**config.mk**
```make
export PLATFORM = sky130hd
export DESIGN_NAME = pratica2_control
export DESIGN_NICKNAME = d
export VERILOG_FILES = /design/src/rtl/pratica2_pkg.sv /design/src/rtl/dec3to8.sv /design/src/rtl/pratica2_control.sv
export SDC_FILE = /design/constraint.sdc
export NUM_CORES = 1
export LEC_CHECK = 0
export CORE_UTILIZATION = 38
export CTS_CLUSTER_DIAMETER = 100
export DETAILED_ROUTE_END_ITERATION = 10
export PLACE_DENSITY_LB_ADDON = 0.12
export SYNTH_ARGS = -nofsm -noshare
export SYNTH_HDL_FRONTEND = slang
export SYNTH_HIERARCHICAL = 1
export SYNTH_SLANG_ARGS = --single-unit
```
**constraint.sdc**
```tcl
create_clock -name clock -period 3.25 [get_ports clock]
set_clock_uncertainty 0.2 [all_clocks]
set_input_delay 0.8125 -clock clock [delete_from_list [all_inputs] [get_ports clock]]
set_output_delay 0.8125 -clock clock [all_outputs]
set_load 0.02 [all_outputs]
```
**src/rtl/pratica2_pkg.sv**
```systemverilog
// Shared definitions for the pratica2 multicycle processor control unit:
// instruction field positions, opcode constants and the control FSM state type.
package pratica2_pkg;

  // Instruction encoding III XXX YYY (opcode, Rx, Ry), each field 3 bits wide
  localparam int IR_OP_LSB = 6;
  localparam int IR_X_LSB  = 3;
  localparam int IR_Y_LSB  = 0;

  localparam logic [2:0] OP_MV   = 3'b000;
  localparam logic [2:0] OP_MVI  = 3'b001;
  localparam logic [2:0] OP_ADD  = 3'b010;
  localparam logic [2:0] OP_SUB  = 3'b011;
  localparam logic [2:0] OP_LD   = 3'b100;
  localparam logic [2:0] OP_ST   = 3'b101;
  localparam logic [2:0] OP_MVNZ = 3'b110;
  localparam logic [2:0] OP_NOP  = 3'b111;

  typedef enum logic [2:0] {
    S_IDLE,
    S_FETCH,
    S_WAIT,
    S_LOADIR,
    S_T1,
    S_T2,
    S_T3
  } state_e;

endpackage

```
**src/rtl/dec3to8.sv**
```systemverilog
// 3-to-8 one-hot decoder with enable, used for the register load enables
// and register bus-driver selects.
//   en_i     : enable; all outputs 0 when low
//   sel_i    : register index 0..7
//   onehot_o : onehot_o[sel_i] = en_i, all other bits 0
module dec3to8 (
  input  logic       en_i,
  input  logic [2:0] sel_i,
  output logic [7:0] onehot_o
);

  for (genvar i = 0; i < 8; i++) begin : g_bit
    assign onehot_o[i] = en_i && (sel_i == 3'(i));
  end

endmodule

```
**src/rtl/pratica2_control.sv**
```systemverilog
// Control unit of the 16-bit pratica2 multicycle processor (R0-R6 general, R7 = PC).
// Sequences fetch / memory wait / IR load / execute steps T1..T3 and decodes the
// datapath strobes combinationally from (state, ir, g_nz).
//   clock, resetn : rising-edge clock, synchronous active-low reset
//   run           : start/continue; sampled in S_IDLE and in the done cycle only
//   ir, g_nz      : instruction register contents, G non-zero flag (mvnz)
//   irin          : load IR from din
//   rin, rout     : one-hot register load enables / bus drivers R0..R7
//   gout, dinout  : G / din drive the bus
//   ain, gin      : load A from bus / load G from ALU; addsub selects A-bus
//   incr_pc       : R7 <= R7 + 1
//   addr_in, dout_in, w_d : memory address load, data-out load, write enable
//   done          : one-cycle pulse in the last cycle of each instruction
module pratica2_control
  import pratica2_pkg::*;
#(
  parameter int IR_WIDTH    = 9,
  parameter int MEM_LATENCY = 1
) (
  input  logic                clock,
  input  logic                resetn,
  input  logic                run,
  input  logic [IR_WIDTH-1:0] ir,
  input  logic                g_nz,
  output logic                irin,
  output logic [7:0]          rin,
  output logic [7:0]          rout,
  output logic                gout,
  output logic                dinout,
  output logic                ain,
  output logic                gin,
  output logic                addsub,
  output logic                incr_pc,
  output logic                addr_in,
  output logic                dout_in,
  output logic                w_d,
  output logic                done
);

  localparam int             CW        = $clog2(MEM_LATENCY + 1);
  localparam logic [CW-1:0]  WAIT_LAST = CW'(MEM_LATENCY - 1);

  state_e        state_q, state_d;
  logic [CW-1:0] cnt_q, cnt_d;
  logic [2:0]    op, rx, ry;
  logic          rin_en, rout_en;
  logic [2:0]    rout_sel;
  logic          wait_last;

  assign op        = ir[IR_OP_LSB +: 3];
  assign rx        = ir[IR_X_LSB +: 3];
  assign ry        = ir[IR_Y_LSB +: 3];
  assign wait_last = (cnt_q == WAIT_LAST);

  always_ff @(posedge clock) begin
    if (!resetn) begin
      state_q <= S_IDLE;
      cnt_q   <= '0;
    end else begin
      state_q <= state_d;
      cnt_q   <= cnt_d;
    end
  end

  always_comb begin
    state_d  = state_q;
    cnt_d    = '0;
    rin_en   = 1'b0;
    rout_en  = 1'b0;
    rout_sel = ry;
    irin     = 1'b0;
    gout     = 1'b0;
    dinout   = 1'b0;
    ain      = 1'b0;
    gin      = 1'b0;
    addsub   = 1'b0;
    incr_pc  = 1'b0;
    addr_in  = 1'b0;
    dout_in  = 1'b0;
    w_d      = 1'b0;
    done     = 1'b0;

    case (state_q)
      S_IDLE: if (run) state_d = S_FETCH;
      S_FETCH: begin
        rout_en  = 1'b1;
        rout_sel = 3'd7;
        addr_in  = 1'b1;
        incr_pc  = 1'b1;
        state_d  = S_WAIT;
      end
      // counter runs 0..MEM_LATENCY-1, one cycle per count
      S_WAIT: begin
        if (wait_last) state_d = S_LOADIR;
        else           cnt_d   = cnt_q + 1'b1;
      end
      S_LOADIR: begin
        dinout  = 1'b1;
        irin    = 1'b1;
        state_d = S_T1;
      end
      S_T1: begin
        case (op)
          OP_MV: begin
            rout_en = 1'b1;
            rin_en  = 1'b1;
            done    = 1'b1;
          end
          OP_MVI: begin
            rout_en  = 1'b1;
            rout_sel = 3'd7;
            addr_in  = 1'b1;
            incr_pc  = 1'b1;
            state_d  = S_T2;
          end
          OP_ADD, OP_SUB: begin
            rout_en  = 1'b1;
            rout_sel = rx;
            ain      = 1'b1;
            state_d  = S_T2;
          end
          OP_LD, OP_ST: begin
            rout_en = 1'b1;
            addr_in = 1'b1;
            state_d = S_T2;
          end
          OP_MVNZ: begin
            rout_en = g_nz;
            rin_en  = g_nz;
            done    = 1'b1;
          end
          OP_NOP:  done = 1'b1;
          default: done = 1'b1;
        endcase
      end
      S_T2: begin
        case (op)
          OP_MVI, OP_LD: begin
            if (wait_last) state_d = S_T3;
            else           cnt_d   = cnt_q + 1'b1;
          end
          OP_ADD, OP_SUB: begin
            rout_en = 1'b1;
            gin     = 1'b1;
            addsub  = (op == OP_SUB);
            state_d = S_T3;
          end
          OP_ST: begin
            rout_en  = 1'b1;
            rout_sel = rx;
            dout_in  = 1'b1;
            state_d  = S_T3;
          end
          default: state_d = S_IDLE;
        endcase
      end
      S_T3: begin
        case (op)
          OP_MVI, OP_LD: begin
            dinout = 1'b1;
            rin_en = 1'b1;
            done   = 1'b1;
          end
          OP_ADD, OP_SUB: begin
            gout   = 1'b1;
            rin_en = 1'b1;
            done   = 1'b1;
          end
          OP_ST: begin
            w_d  = 1'b1;
            done = 1'b1;
          end
          default: state_d = S_IDLE;
        endcase
      end
      default: state_d = S_IDLE;
    endcase

    if (done) state_d = run ? S_FETCH : S_IDLE;

    // outputs are forced quiet for as long as reset is held, not just after the edge
    if (!resetn) begin
      rin_en  = 1'b0;
      rout_en = 1'b0;
      irin    = 1'b0;
      gout    = 1'b0;
      dinout  = 1'b0;
      ain     = 1'b0;
      gin     = 1'b0;
      addsub  = 1'b0;
      incr_pc = 1'b0;
      addr_in = 1'b0;
      dout_in = 1'b0;
      w_d     = 1'b0;
      done    = 1'b0;
    end
  end

  dec3to8 u_rin_dec (
    .en_i     (rin_en),
    .sel_i    (rx),
    .onehot_o (rin)
  );

  dec3to8 u_rout_dec (
    .en_i     (rout_en),
    .sel_i    (rout_sel),
    .onehot_o (rout)
  );

endmodule
```
==> run_results.csv <==
group,metric,value,unit
outcome,outcome,"finished, violations left",
outcome,violations,"negative setup slack",
worst_setup_path,path_cells,"buf_8 > or4b_4 > a31o_1 > o22ai_4 > and4bb_2 > buf_6",
pwr,p_leak,0.611,nW
sta,max_freq,301,MHz
pwr,peakVddDrop,195,uV
floorplan,io_pins,40,
worst_setup_path,reg2reg_slack,1.71,ns
detailed_routing,drt_iter0_markers,12,
worst_setup_path,max_stage_delay,0.51,ns
synthesis,synth.most_common_cell,"nand2_1",
floorplan,core_area,1730,um2
synthesis,syn_inst,94,
synthesis,syn_nets,107,
finish,fin_nets,173,
synthesis,yosysWarningCount,6,
finish,largest-register,"state_q",
place,dp_cells,171,
synthesis,seq_area_frac_synth,8.63,%
floorplan,dieHeight,44.8,um
sta,setup_tns,-0.455,ns
pwr,seq_power_share,17.3,%
finish,finalNonFillerCells,184,
global_routing,grt_pass1_vias,884,
worst_setup_path,crit_arrival,2.31,ns
clocking,cts.clk_slew.worst_paths,0.04,ns
synthesis,synth_top_cell_area_share,10.8,%
synthesis,synth_commonest_cells,"nand2_1, a21oi_1, nor3_1",
pwr,power_density,214,nW/um2
clocking,cts_tree,"built",
clocking,cts_inserted_buffers,3,
detailed_routing,viasPerCell,5.39,
clocking,cts_max_level,1,
synthesis,async_flop_share,0,%
sta,slew_headroom,61.5,%
worst_setup_path,cp_max_fo,8,
pwr,p_comb_share,59.0,%
pwr,clockPowerShare,23.7,%
sta,finalWorstSetupSlack,-0.0701,ns
worst_setup_path,r2r_cells,4,
place,dp_hpwl,1660,um
detailed_routing,totalWireLength,2610,um
min_path,hold_depth,3,
sta,setup_viol,11,
floorplan,die_w,44.8,um
min_path,worst_hold_path_type,"reg -> reg",
synthesis,yosys.area.top_type,"and4bb_2",
synthesis,synth_ff_type,"dfxtp_1",
pwr,power.internal,0.176,mW
worst_setup_path,critPathKind,"in -> out",
min_path,min_delay_worst_endpoint,"state_q[1]",
clocking,cts_root_buf,"clkbuf_4",
worst_setup_path,slowest_stage,"or4b_4",
worst_setup_path,reg2reg_from,"state_q[1]",
pwr,p_total,0.291,mW
clocking,clock_path_buffers,2,
clocking,clock_sinks,3,
min_path,worstHoldStart,"state_q[0]",
synthesis,avgSynthCellArea,7.40,um2
finish,finish.utilization,78.9,%
floorplan,start_util,40.3,%
synthesis,ys_seq_elements,3,
sta,tightest_slew,0.577,ns
pwr,p_sw,0.115,mW
sta,hold_ws,0.494,ns
worst_setup_path,worst_ep_required_time,2.24,ns
finish,antenna_cells,0,
pwr,swShare,39.5,%
worst_setup_path,start_kind,"input pin",
sta,rsz0062_at_grt,"yes",
worst_setup_path,crit_path_end_kind,"output port",
sta,slew_violations,0,
finish,drive_gt1_share,49.1,%
global_routing,antenna_found_initial,0,
synthesis,ys_types,34,
worst_setup_path,r2r_end,"state_q[0]",
detailed_routing,drc,0,
synthesis,synth.area.top_cells,"and4bb_2, and4b_2, dfxtp_1, a21oi_1, nand2_1",
detailed_routing,ant_nets,0,
floorplan,rows,15,
sta,min_period,3.32,ns
job,maxCapViolations,0,
global_routing,grt_max_degree,14,
place,gp_congestion,0.793,
global_routing,grt_util_all_layers,27.2,%
global_routing,grt_pass1_wl,3990,um
finish,largest_reg_flops,3,
synthesis,netlist_area,696,um2
finish,area_growth,95.9,%
detailed_routing,vias,992,
detailed_routing,firstDrtPassIters,3,
clocking,clk_latency,0.24,ns
place,port_buffers,39,
detailed_routing,avgRoutedWirePerCell,14.2,um
floorplan,dieArea,2010,um2
global_routing,gr-total-overflow,0,
sta,hold_viol_final,0,
sta,fin_crit_sh,102,%
synthesis,synth_enable_flop_cells,0,
finish,reg.largest.list,"state_q x3",
==> layout by cell type, fill, tap and decap left out, drive strengths merged, types with 2 or more instances in the layout <==
cell / Yosys / final
dlygate4sd2: 0 / 8
dfxtp: 3 / 3
nand3b: 2 / 2
inv: 3 / 3
buf: 4 / 48
and4b: 6 / 6
nor2: 4 / 4
nand3: 4 / 4
nor2b: 2 / 2
a21oi: 8 / 8
and4bb: 6 / 6
clkbuf: 2 / 4
nor3: 7 / 7
and4: 2 / 2
nand2b: 7 / 7
o21ai: 6 / 6
o22a: 2 / 2
nor4b: 2 / 2
clkdlybuf4s15: 0 / 2
nand2: 10 / 10
clkdlybuf4s50: 0 / 9
xor2: 2 / 2
==> layer usage <==
| metal | wire [um] | vias up | track usage, % |
|---|---|---|---|
| met5 | 0 | - | 0 |
| met4 | 51 | 0 | 10.9 |
| met3 | 42 | 4 | 2.40 |
| met2 | 1390 | 18 | 47.4 |
| met1 | 1130 | 480 | 34.4 |
| li1 | - | 490 | - |
==> metrics by stage <==
step | worst slack [ns] | cell area (um2)
3_3_place_gp | -0.938 | 1230
4_1_cts | -0.106 | 1340
6_report | -0.0701 | 1360
2_1_floorplan | 0.0377 | 696
3_5_place_dp | -0.974 | 1230
5_1_grt | -0.127 | 1360
==> cell families (layout without fill, tap and decap cells) <==
family / count (synthesis) / in the layout / share of synthesized area (%)
multiplexers: 1 / 1 / 1.44
flip-flops: 3 / 3 / 8.63
AND/OR/NAND/NOR: 56 / 56 / 60.4
XOR/XNOR: 2 / 2 / 2.52
AO/OA/AOI/OAI: 23 / 23 / 21.6
buffers and inverters: 9 / 74 / 5.39
==> critical path: cells and delay by family <==
| family | cells | cell delay [ns] |
|---|---|---|
| simple gates | 2 | 0.80 |
| compound gates | 2 | 0.47 |
| buf+inv | 2 | 0.23 |
==> final cells by class <==
type / count / area, um2
Multi-Input combinational cell: 82 / 663
Timing Repair Buffer: 67 / 571
Fill cell: 134 / 364
Sequential cell: 3 / 60.1
Tap cell: 25 / 31.3
Clock buffer: 4 / 26.3
Inverter: 3 / 11.3
==> how the worst max path moves through the flow <==
stage,from,endpoint,depth (start not counted)
after detailed placement,ir[8],rout[3],6
final,ir[8],rout[2],6
after floorplan,ir[7],rout[0],6
after global placement,ir[8],rout[5],6
after global routing,ir[7],rout[0],9
after CTS,ir[6],rout[0],9
==> power groups by stage <==
stage               Sequential [mW]  Clock, mW  Combinational (mW)
floorplan                    0.0449          0              0.0808
global placement             0.0488          0               0.135
detailed placement           0.0494          0               0.138
CTS                          0.0496     0.0735               0.164
global route                 0.0503     0.0768               0.183
finish                       0.0504     0.0691               0.172
==> timing repair <==
action                     in CTS  in global routing
resized for setup             125                  6
hold buffers                    0                  0
pin swaps                      15                  6
setup endpoints to repair      27                 17
setup buffers                   8                  1
No activity file was read; power rests on OpenSTA's default activity.
